**src/rtl/hack_fetch.sv**
```systemverilog
// hack_fetch: HACK CPU instruction fetch front-end with a prefetch FIFO.
// Optional perf counters (stall_cycles, flush_count) under HACK_FETCH_PERF_EN.
module hack_fetch #(
    parameter int ROM_LATENCY = 1,
    parameter int FIFO_DEPTH  = 2
) (
    input  logic        clock,
    input  logic        reset,
    input  logic [15:0] pc,
    output logic        pc_increment,
    input  logic        flush,
    output logic        rom_en,
    output logic [14:0] rom_addr,
    input  logic [15:0] rom_data,
    output logic [15:0] instr,
    output logic [15:0] instr_addr,
    output logic        instr_valid,
    input  logic        instr_ready
`ifdef HACK_FETCH_PERF_EN
    ,
    output logic [15:0] stall_cycles,
    output logic [15:0] flush_count
`endif
);

    localparam logic [0:0] IDLE = 1'b0;
    localparam logic [0:0] RUN  = 1'b1;

    localparam int AW = (FIFO_DEPTH > 1) ? $clog2(FIFO_DEPTH) : 1;
    localparam int CW = $clog2(FIFO_DEPTH + ROM_LATENCY + 1) + 1;

    logic [0:0]             state;
    logic [ROM_LATENCY-1:0] fl_valid;
    logic [15:0]            fl_addr [ROM_LATENCY];
    logic [15:0]            mem_data [FIFO_DEPTH];
    logic [15:0]            mem_addr [FIFO_DEPTH];
    logic [AW-1:0]          wr_ptr;
    logic [AW-1:0]          rd_ptr;
    logic [AW:0]            count;
    logic [CW-1:0]          inflight;
    logic [CW-1:0]          used;
    logic                   pop;
    logic                   push;
    logic                   issue;

    assign pop  = instr_valid && instr_ready;
    assign push = fl_valid[ROM_LATENCY-1] && !flush;

    // Outstanding ROM requests still travelling down the latency pipe
    always_comb begin
        inflight = '0;
        for (int i = 0; i < ROM_LATENCY; i++) begin
            inflight = inflight + CW'(fl_valid[i]);
        end
    end

    // Credits: every issued word has a FIFO slot reserved when it returns
    always_comb begin
        used  = inflight + CW'(count) - CW'(pop);
        issue = (state == RUN) && !flush && (used < CW'(FIFO_DEPTH));
    end

    assign rom_en       = issue;
    assign pc_increment = issue;
    assign rom_addr     = pc[14:0];
    assign instr_valid  = (count != '0);
    assign instr        = mem_data[rd_ptr];
    assign instr_addr   = mem_addr[rd_ptr];

    // IDLE lasts one cycle so the PC settles; flush also lands in RUN
    always_ff @(posedge clock or posedge reset) begin
        if (reset) begin
            state <= IDLE;
        end else begin
            state <= RUN;
        end
    end

    // Latency pipe tagging each request with the PC it was fetched from
    always_ff @(posedge clock or posedge reset) begin
        if (reset) begin
            fl_valid <= '0;
            for (int i = 0; i < ROM_LATENCY; i++) begin
                fl_addr[i] <= '0;
            end
        end else begin
            fl_valid[0] <= issue;
            fl_addr[0]  <= pc;
            for (int i = 1; i < ROM_LATENCY; i++) begin
                fl_valid[i] <= fl_valid[i-1] && !flush;
                fl_addr[i]  <= fl_addr[i-1];
            end
        end
    end

    // Prefetch FIFO; a flush drops every buffered word and any pop
    always_ff @(posedge clock or posedge reset) begin
        if (reset) begin
            wr_ptr <= '0;
            rd_ptr <= '0;
            count  <= '0;
            for (int i = 0; i < FIFO_DEPTH; i++) begin
                mem_data[i] <= '0;
                mem_addr[i] <= '0;
            end
        end else if (flush) begin
            wr_ptr <= '0;
            rd_ptr <= '0;
            count  <= '0;
        end else begin
            if (push) begin
                mem_data[wr_ptr] <= rom_data;
                mem_addr[wr_ptr] <= fl_addr[ROM_LATENCY-1];
                wr_ptr           <= wr_ptr + 1'b1;
            end
            if (pop) begin
                rd_ptr <= rd_ptr + 1'b1;
            end
            unique case ({push, pop})
                2'b10:   count <= count + 1'b1;
                2'b01:   count <= count - 1'b1;
                default: count <= count;
            endcase
        end
    end

`ifdef HACK_FETCH_PERF_EN
    // Saturating counters for idle RUN cycles and taken jumps
    always_ff @(posedge clock or posedge reset) begin
        if (reset) begin
            stall_cycles <= '0;
            flush_count  <= '0;
        end else begin
            if (state == RUN && !issue && !flush &&
                stall_cycles != 16'hFFFF) begin
                stall_cycles <= stall_cycles + 1'b1;
            end
            if (flush && flush_count != 16'hFFFF) begin
                flush_count <= flush_count + 1'b1;
            end
        end
    end
`endif

endmodule

```
**config.mk**
```make
export PLATFORM = sky130hd
export DESIGN_NAME = hack_fetch
export DESIGN_NICKNAME = d
export VERILOG_FILES = /design/src/rtl/hack_fetch.sv
export SDC_FILE = /design/constraint.sdc
export NUM_CORES = 1
export LEC_CHECK = 0
export BUFFER_PORTS_ARGS = -buffer_cell sky130_fd_sc_hd__buf_2
export CORE_UTILIZATION = 57
export DETAILED_ROUTE_END_ITERATION = 6
export GPL_ROUTABILITY_DRIVEN = 1
export GPL_TIMING_DRIVEN = 0
export PLACE_DENSITY = 0.95
export SYNTH_ARGS = -nofsm -noshare
export SYNTH_HDL_FRONTEND = slang
export SYNTH_SLANG_ARGS = --single-unit
```
**constraint.sdc**
```tcl
create_clock -name clock -period 3.6 [get_ports clock]
set_clock_uncertainty 0.15 [all_clocks]
set_input_delay 0 -clock clock [delete_from_list [all_inputs] [get_ports clock]]
set_output_delay 0 -clock clock [all_outputs]
set_load 0.05 [all_outputs]
```
==> impl_metrics.json, run 1 <==
{
  "synth_edf_count": 0,
  "net-switching-power_mw": 1.02,
  "synthTopCellsByArea": "dfrtp_1, mux2_2, mux2_1",
  "regArea_sq_um": 2150,
  "io_pins": 86,
  "grt.overflow.total": 0,
  "holdWs_ps": 105,
  "power_density_nw_per_um2": 611,
  "cts_max_level": 3,
  "wl_microns": 6640,
  "drtIter0Drc": 85,
  "worst_pin_slew_ps": 529,
  "reg2reg_slack_ps": 1580,
  "synth_seq_cells": 86,
  "synth_ff_type": "dfrtp_1",
  "swShare": 0.356,
  "fillerInstances": 363,
  "post-synth-top-count-cell": "dfrtp_1",
  "vias": 2243,
  "r2r_end": "fl_valid",
  "avgViaCountPerCell": 5.03,
  "yosys.cell_types.count": 24,
  "die_area_sq_um": 6660,
  "cp_num_buf_inv": 2,
  "die_w_microns": 81.6,
  "grt_max_degree": 45,
  "place.gp.congestion": 0.728,
  "syn_nets": 271,
  "seqPwrFrac": 0.449,
  "yosysTopAreaCell": "dfrtp_1",
  "worst-setup-path-type": "reg2out",
  "cap_violations": 0,
  "path_max_fanout": 8,
  "synth_area_sq_um": 3610,
  "drtPass1Iterations": 4,
  "synth_top_area_share": 0.596,
  "setup_tns_ps": 0,
  "cts-root-buf": "clkbuf_8",
  "clkTransAtPathRegs_ps": 80,
  "seq_area_frac_synth": 0.596,
  "syn_inst": 234,
  "cts.sinks": 86,
  "cts.path.max_buffers": 2,
  "end_kind": "primary output",
  "hold_violations": 0,
  "initial_core_util": 0.599,
  "power_frac_comb": 0.326,
  "antenna_found_initial": 0,
  "ant_nets": 0,
  "ir_worst_vdd_uv": 409,
  "start_kind": "flop",
  "ctsResizeCount": 0,
  "ys_warn_count": 0,
  "crit_arrival_ps": 2510,
  "cpLargestDelayFamily": "simple AND/OR/NAND/NOR gates",
  "crit_slowest_cell": "dfrtp_1",
  "crit_required_ps": 3450,
  "area_delta_synth_final_pct": 30.0,
  "async_reset_ff_frac": 1.00,
  "grt_pass1_wl_microns": 11100,
  "holdCritPathClass": "in2async",
  "placed_cell_area_sq_um": 4150,
  "cts_tree": "yes",
  "multi_input_area_sq_um": 1250,
  "cts_made_buffers": 9,
  "fmax_mhz": 376,
  "nNetsFinal": 403,
  "placementRows": 28,
  "insertion_delay_ps": 340,
  "slew_headroom": 0.647,
  "grtUsageTotal": 0.228,
  "cp_cell_sequence": "nand2_1 > mux2i_1 > nand2_1 > fa_1 > xor2_1 > nor3_1 > buf_4 > buf_2",
  "rr_startpoint": "count[1]",
  "synth_common_cells": "dfrtp_1, mux2_2, mux2_1, buf_4, buf_2",
  "setup_viol_count_final": 0,
  "reg2reg_depth": 6,
  "chipHeight_microns": 81.6,
  "hpwl_microns": 4430,
  "slowest_delay_ps": 480,
  "final_area_sq_um": 4690,
  "io_buffers": 85,
  "status": "complete, no violations",
  "first_global_vias": 2399,
  "rsz0062_at_grt": "no",
  "core-area_sq_um": 6030,
  "wl_per_cell_microns": 14.9,
  "drive_above_1_share": 0.534,
  "min_period_ps": 2660,
  "synth.avg_cell_area_sq_um": 15.4,
  "drc_errors": 0,
  "crit_path_frequent_cell": "nand2_1",
  "fin_crit_sh": 0.738,
  "internal-power_mw": 1.85,
  "maxSlewViolCount": 0,
  "antenna_cells": 0,
  "p_leak_nw": 2.26,
  "clkPwrFrac": 0.226
}
-- cell families (layout without fill, tap and decap cells) --
| logic type | count (synthesis) | in the layout | synth area share |
|---|---|---|---|
| and+or+nand+nor | 13 | 13 | 0.0218 |
| AOI/OAI and AO/OA | 4 | 4 | 0.00659 |
| xor gates and xnor gates | 3 | 3 | 0.00728 |
| DFF | 86 | 86 | 0.596 |
| buffers and inverters | 28 | 165 | 0.0565 |
| other | 1 | 1 | 0.00104 |
| adders and majority gates | 1 | 1 | 0.00555 |
| muxes | 98 | 98 | 0.305 |
-- worst min-delay path, cell delays in order --
cell	delay [ps]
dlygate4sd3_1	530
buf_2	130
inv_4	390
-- state kept, by name (all words and copies together) (netlist names) --
signal    count
state         1
wr_ptr        1
mem_addr     32
rd_ptr        1
count         2
fl_addr      16
mem_data     32
fl_valid      1
-- power by group through the flow --
stage	logic [mW]	clock network, mW	registers (mW)
final	0.934	0.647	1.29
after CTS	0.941	0.662	1.29
after global placement	0.888	0	1.28
after global routing	0.993	0.701	1.32
after detailed placement	0.909	0	1.31
after floorplan	0.753	0	1.27
-- how the worst max path moves through the flow --
stage               slack (ps)          end  depth (start not counted)      from
floorplan                  570       rom_en                          7  count[1]
global placement           380  mem_data[3]                          2     reset
detailed placement        1290       rom_en                          8  count[1]
CTS                        890       rom_en                          8  count[1]
global route               650       rom_en                          8  count[1]
finish                     940       rom_en                          8  count[1]
-- cell type report --
type,count,share of cell area
flip-flops and latches,86,0.459
multi-input cells,120,0.267
repair buffers,121,0.170
plain buffers,27,0.0427
clock buffers,10,0.0272
well taps,75,0.0200
clock inverters,6,0.0133
inverters,1,0.00133
-- through the flow --
| step | utilization | setup slack (ps) | total power [mW] | instances |
|---|---|---|---|---|
| floorplan | - | 568 | 2.02 | 234 |
| global placement | 0.685 | 382 | 2.17 | 394 |
| detailed placement | 0.689 | 1290 | 2.22 | 395 |
| CTS | 0.779 | 893 | 2.89 | 446 |
| global route | 0.779 | 646 | 3.01 | 446 |
| finish | 0.779 | 944 | 2.87 | 446 |
-- what timing repair did --
| item | 4_1_cts | 5_1_grt |
|---|---|---|
| buffers inserted | 0 | 0 |
| setup endpoints to repair | 0 | 0 |
| hold endpoints to repair | 139 | 0 |
| hold buffers | 35 | 0 |
-- layer usage --
| layer | GRT usage | part of all wire | vias to the layer above |
|---|---|---|---|
| met2 | 0.392 | 0.50 | 73 |
| met1 | 0.274 | 0.43 | 1098 |
| met4 | 0.0895 | 0.015 | 0 |
| li1 | - | - | 1062 |
| met3 | 0.0600 | 0.061 | 10 |
| met5 | 0 | 0 | - |
-- cells in the final DEF, fill, tap and decap left out --
| master | n |
|---|---|
| a21oi_1 | 1 |
| o21ai_0 | 2 |
| dfrtp_1 | 86 |
| nor2_4 | 1 |
| clkinv_2 | 2 |
| mux2_2 | 66 |
| buf_2 | 89 |
| nor3_1 | 1 |
| mux2_1 | 30 |
| clkinvlp_4 | 3 |
| conb_1 | 1 |
| buf_12 | 1 |
| xnor2_1 | 1 |
| buf_4 | 19 |
| a2111oi_0 | 1 |
| nor2_1 | 3 |
| inv_4 | 1 |
| and4b_1 | 1 |
| nand3b_2 | 1 |
| clkbuf_1 | 2 |
| clkbuf_8 | 9 |
| fa_1 | 1 |
| buf_6 | 3 |
| mux2i_1 | 2 |
| dlygate4sd3_1 | 35 |
| xor2_1 | 2 |
| nand2b_1 | 1 |
| nand2_1 | 3 |
| bufinv_16 | 1 |
| or2_2 | 2 |
Note: power is estimated with default switching activity, not from simulation.
==> inputs of run 2 (changes only) <==
Settings changed: CORE_UTILIZATION 57 to 53, PLACE_DENSITY 0.95 to 0.9.
Clock period 3.6 ns to 2.6 ns, I/O delays scaled along.
==> run 2 against run 1 <==
  * Non-clock buffer count is 3 higher
  * Largest cell class unchanged
  * Critical path depth unchanged
  * Global-route usage fell by 1.6 points
  * The run now ends with design-rule violations left
==> impl_metrics.json, run 2 (synthesis results as in run 1) <==
{
  "status": "finished with violations",
  "violations": "design-rule violations",
  "final_area_sq_um": 4730,
  "drtPass1Iterations": 6,
  "nNetsFinal": 406,
  "min_period_ps": 2470,
  "dp_worst_setup_slack_ps": 375,
  "crit_arrival_ps": 2320,
  "place.gp.congestion": 0.714,
  "grt_pass1_wl_microns": 11600,
  "critPathCapture": "rom_en",
  "crit_start": "count[1]",
  "grt.overflow.total": 0,
  "vias": 2335,
  "p_leak_nw": 2.28,
  "reg2reg_depth": 4,
  "net-switching-power_mw": 1.48,
  "r2r_end": "count[1]",
  "layout_commonest_cell": "buf_2",
  "placementRows": 29,
  "clkTransAtPathRegs_ps": 100,
  "power_density_nw_per_um2": 836,
  "end_kind": "primary output",
  "worst_slack_ps": 128,
  "chipHeight_microns": 84.5,
  "cts_tree": "yes",
  "setup_viol_count_final": 0,
  "die_w_microns": 84.5,
  "fmax_mhz": 404,
  "avgViaCountPerCell": 5.18,
  "rr_startpoint": "fl_valid",
  "die_area_sq_um": 7140,
  "cap_violations": 0,
  "setup_tns_ps": 0,
  "seqPwrFrac": 0.453,
  "clkPwrFrac": 0.217,
  "wl_microns": 7520,
  "io_pins": 86,
  "swShare": 0.374,
  "cts-root-buf": "clkbuf_8",
  "mostFrequentLayoutCells": "buf_2, dfrtp_1, mux2_2",
  "power_frac_comb": 0.330,
  "start_kind": "flop",
  "drc_errors": 5,
  "ant_nets": 0,
  "grt_max_degree": 50,
  "crit_required_ps": 2450,
  "area_delta_synth_final_pct": 31.1,
  "cts_max_level": 3,
  "core-area_sq_um": 6460,
  "wl_per_cell_microns": 16.7,
  "io_buffers": 85,
  "fin_crit_sh": 0.951,
  "cts.path.max_buffers": 2,
  "hold_violations": 0,
  "maxSlewViolCount": 0,
  "cts_made_buffers": 9,
  "internal-power_mw": 2.48,
  "insertion_delay_ps": 350,
  "fillerInstances": 415,
  "largestRegisters": "mem_addr: 32 flops, mem_data: 32 flops, fl_addr: 16 flops",
  "grtUsageTotal": 0.213,
  "antenna_cells": 0,
  "holdWs_ps": 97.9,
  "path_max_fanout": 7,
  "antenna_found_initial": 0,
  "rsz0062_at_grt": "no",
  "drtIter0Drc": 63,
  "cts.sinks": 86,
  "initial_core_util": 0.559,
  "first_global_vias": 2509,
  "ir_worst_vdd_uv": 512,
  "holdCritPathClass": "in2async",
  "drive_above_1_share": 0.548,
  "worst-setup-path-type": "reg2out",
  "final_util": 0.732,
  "placed_cell_area_sq_um": 4170,
  "reg2reg_slack_ps": 580,
  "hpwl_microns": 4400
}
-- run 2: power groups by stage --
stage	combinational, mW	sequential (mW)	clock (mW)
3_3_place_gp	1.23	1.78	0
3_5_place_dp	1.26	1.81	0
4_1_cts	1.31	1.78	0.869
2_1_floorplan	1.04	1.75	0
5_1_grt	1.38	1.83	0.931
6_report	1.31	1.79	0.860
-- run 2: what timing repair did --
item,in CTS,in global routing
gates resized for setup,1,3
hold endpoints to repair,139,0
buffers inserted,0,2
cloned,0,0
hold buffers,36,0
setup endpoints to repair,1,1
-- run 2: how the worst min path moves through the flow --
stage | startpoint | endpoint | slack, ps | cells past startpoint
after global placement | pc[15] | fl_addr[15] | -30 | 1
final | reset | fl_addr[3] | 100 | 3
after global routing | pc[15] | fl_addr[15] | 130 | 2
after CTS | reset | mem_addr[19] | 90 | 3
after detailed placement | reset | fl_addr[3] | -80 | 2
after floorplan | pc[0] | fl_addr[0] | -120 | 0
-- run 2: final cells by class --
| cell class | count | area, sq um | area share |
|---|---|---|---|
| tap | 77 | 96.3 | 0.0204 |
| buffer | 27 | 200 | 0.0423 |
| clock buffer | 9 | 124 | 0.0262 |
| clock inverter | 7 | 56.3 | 0.0119 |
| inverter | 1 | 6.26 | 0.00132 |
| timing repair buffer | 124 | 831 | 0.176 |
| multi-input combinational | 120 | 1260 | 0.267 |
| sequential | 86 | 2150 | 0.455 |
-- run 2: critical path, cell delays in order (launching register included) --
cell	delay (ps)
dfrtp_2	420
nand2_1	110
mux2i_2	220
nand2_1	100
fa_1	380
xor2_1	170
nor3_2	210
buf_4	140
clkbuf_4	210
-- run 2: per-layer routing --
layer	global-route usage	vias to the layer above	routed length, microns
met5	0	-	0
met4	0.0894	0	127
met3	0.0393	13	283
met2	0.389	71	4110
met1	0.245	1181	3010
li1	-	1070	-
-- run 2: through the flow --
| stage | power [mW] | std cells |
|---|---|---|
| floorplan | 2.80 | 234 |
| global placement | 3.01 | 396 |
| detailed placement | 3.07 | 397 |
| CTS | 3.96 | 449 |
| global route | 4.14 | 451 |
| finish | 3.96 | 451 |
==> inputs of run 3 (changes only) <==
Settings changed: CELL_PAD_IN_SITES_DETAIL_PLACEMENT from default to 1, CELL_PAD_IN_SITES_GLOBAL_PLACEMENT from default to 2, CORE_UTILIZATION 53 to 37, PLACE_DENSITY 0.9 to 0.91.
==> run 3 against run 2 <==
  * The flow now finishes without violations
  * Power rose by 2.2%
  * Register-to-register slack improved by 190 ps
  * Die area rose by 42%
  * Maximum frequency is 1.1% higher
  * First-iteration DRC count is 27% lower
  * Sequential share of layout area shrank 0.72 points
  * Clock power grew 11%
  * Worst setup slack better by 27 ps
  * Via count down 1.2%
  * Sequential power hardly changed
  * Count of clock-buffer cells in the layout grew 4
  * Largest power group unchanged
==> impl_metrics.json, run 3 (synthesis results as in run 1) <==
{
  "status": "complete, no violations",
  "core-area_sq_um": 9330,
  "hold_violations": 0,
  "cts-root-buf": "clkbuf_8",
  "holdWs_ps": 77.9,
  "nNetsFinal": 405,
  "routed.top_layer": "met4",
  "total_power_mw": 4.05,
  "grtUsageTotal": 0.162,
  "layout_commonest_cell": "buf_2",
  "ant_nets": 0,
  "worst-setup-path-type": "reg2out",
  "multi_input_area_sq_um": 1260,
  "regArea_sq_um": 2150,
  "path_max_fanout": 7,
  "area_delta_synth_final_pct": 33.2,
  "vias": 2308,
  "die_w_microns": 101,
  "crit_required_ps": 2450,
  "holdCritPathClass": "in2async",
  "io_buffers": 85,
  "die_area_sq_um": 10200,
  "p_leak_nw": 2.28,
  "ir_worst_vdd_uv": 404,
  "first_global_vias": 2499,
  "dp_worst_setup_slack_ps": 348,
  "insertion_delay_ps": 350,
  "maxSlewViolCount": 0,
  "worst_slack_ps": 154,
  "met2_length_microns": 3890,
  "cts_tree": "yes",
  "drive_above_1_share": 0.544,
  "grt_pass1_wl_microns": 12200,
  "power_density_nw_per_um2": 841,
  "chipHeight_microns": 101,
  "cts_max_level": 3,
  "min_period_ps": 2450,
  "drtIter0Drc": 46,
  "grt_max_degree": 52,
  "wl_per_cell_microns": 15.3,
  "mostFrequentLayoutCells": "buf_2, dfrtp_1, mux2_2",
  "antenna_found_initial": 0,
  "crit_arrival_ps": 2300,
  "end_kind": "primary output",
  "hpwl_microns": 5100,
  "grt.overflow.total": 0,
  "drtPass1Iterations": 4,
  "wl_microns": 7680,
  "avgViaCountPerCell": 4.60,
  "clkTransAtPathRegs_ps": 90,
  "io_pins": 86,
  "start_kind": "flop",
  "antenna_cells": 0,
  "cap_violations": 0,
  "cts_made_buffers": 9,
  "dr_wl_met3_microns": 426,
  "drt-met1-wl_microns": 3280,
  "fillerInstances": 933,
  "placementRows": 35,
  "cts.sinks": 86,
  "drc_errors": 0,
  "largestRegisters": "mem_addr: 32 flops, mem_data: 32 flops, fl_addr: 16 flops",
  "cts.path.max_buffers": 2,
  "fin_crit_sh": 0.941,
  "initial_core_util": 0.387,
  "fmax_mhz": 409,
  "setup_tns_ps": 0,
  "setup_viol_count_final": 0,
  "place.gp.congestion": 0.700,
  "rsz0062_at_grt": "no"
}
==> run 3: power by group <==
part           internal, mW  leakage [nW]  switching, mW
Clock                 0.496        0.0996          0.459
Sequential             1.64          1.05          0.142
Combinational         0.484          1.14          0.828
==> run 3: repair_timing <==
| item | 4_1_cts | 5_1_grt |
|---|---|---|
| setup buffers | 0 | 2 |
| setup endpoints to repair | 1 | 1 |
| gates resized for setup | 1 | 3 |
| hold endpoints to repair | 139 | 0 |
| hold buffers | 35 | 0 |
==> run 3: final timing paths <==
path | slack, ps | from | cells after the start | end
hold reg to reg | 330 | fl_addr[2] | 1 | mem_addr[2]
setup / recovery | 150 | count[0] | 7 | rom_en
max in group asynchronous | 1600 | reset | 4 | mem_addr[1]
hold / removal | 80 | reset | 3 | fl_addr[7]
min in group clock | 150 | pc[15] | 2 | fl_addr[15]
setup reg to reg | 770 | count[0] | 5 | fl_valid
==> run 3: through the flow <==
step | cells | utilization | area (sq um)
after global placement | 448 | 0.450 | 4200
after detailed placement | 449 | 0.454 | 4230
after CTS | 500 | 0.513 | 4780
after global routing | 502 | 0.515 | 4810
final | 502 | 0.515 | 4810
after floorplan | 234 | - | 3610
==> run 3: layout make-up <==
cell class | count | share of cell area
Buffer | 27 | 0.0416
Clock inverter | 3 | 0.00885
Multi-Input combinational cell | 120 | 0.263
Clock buffer | 13 | 0.0331
Sequential cell | 86 | 0.448
Timing Repair Buffer | 123 | 0.171
Tap cell | 129 | 0.0336
Inverter | 1 | 0.00130
==> run 3: layer usage <==
layer	GRT usage	up-vias
met3	0.0492	7
met2	0.291	71
met1	0.182	1167
li1	-	1063
met5	0	-
met4	0.0569	0
==> run 3: worst max-delay path: stages, from the launching register on <==
cell,delay [ps]
dfrtp_2,430
mux2i_2,270
nand2_1,120
fa_1,380
xor2_1,160
nor3_2,220
buf_4,140
clkbuf_4,210
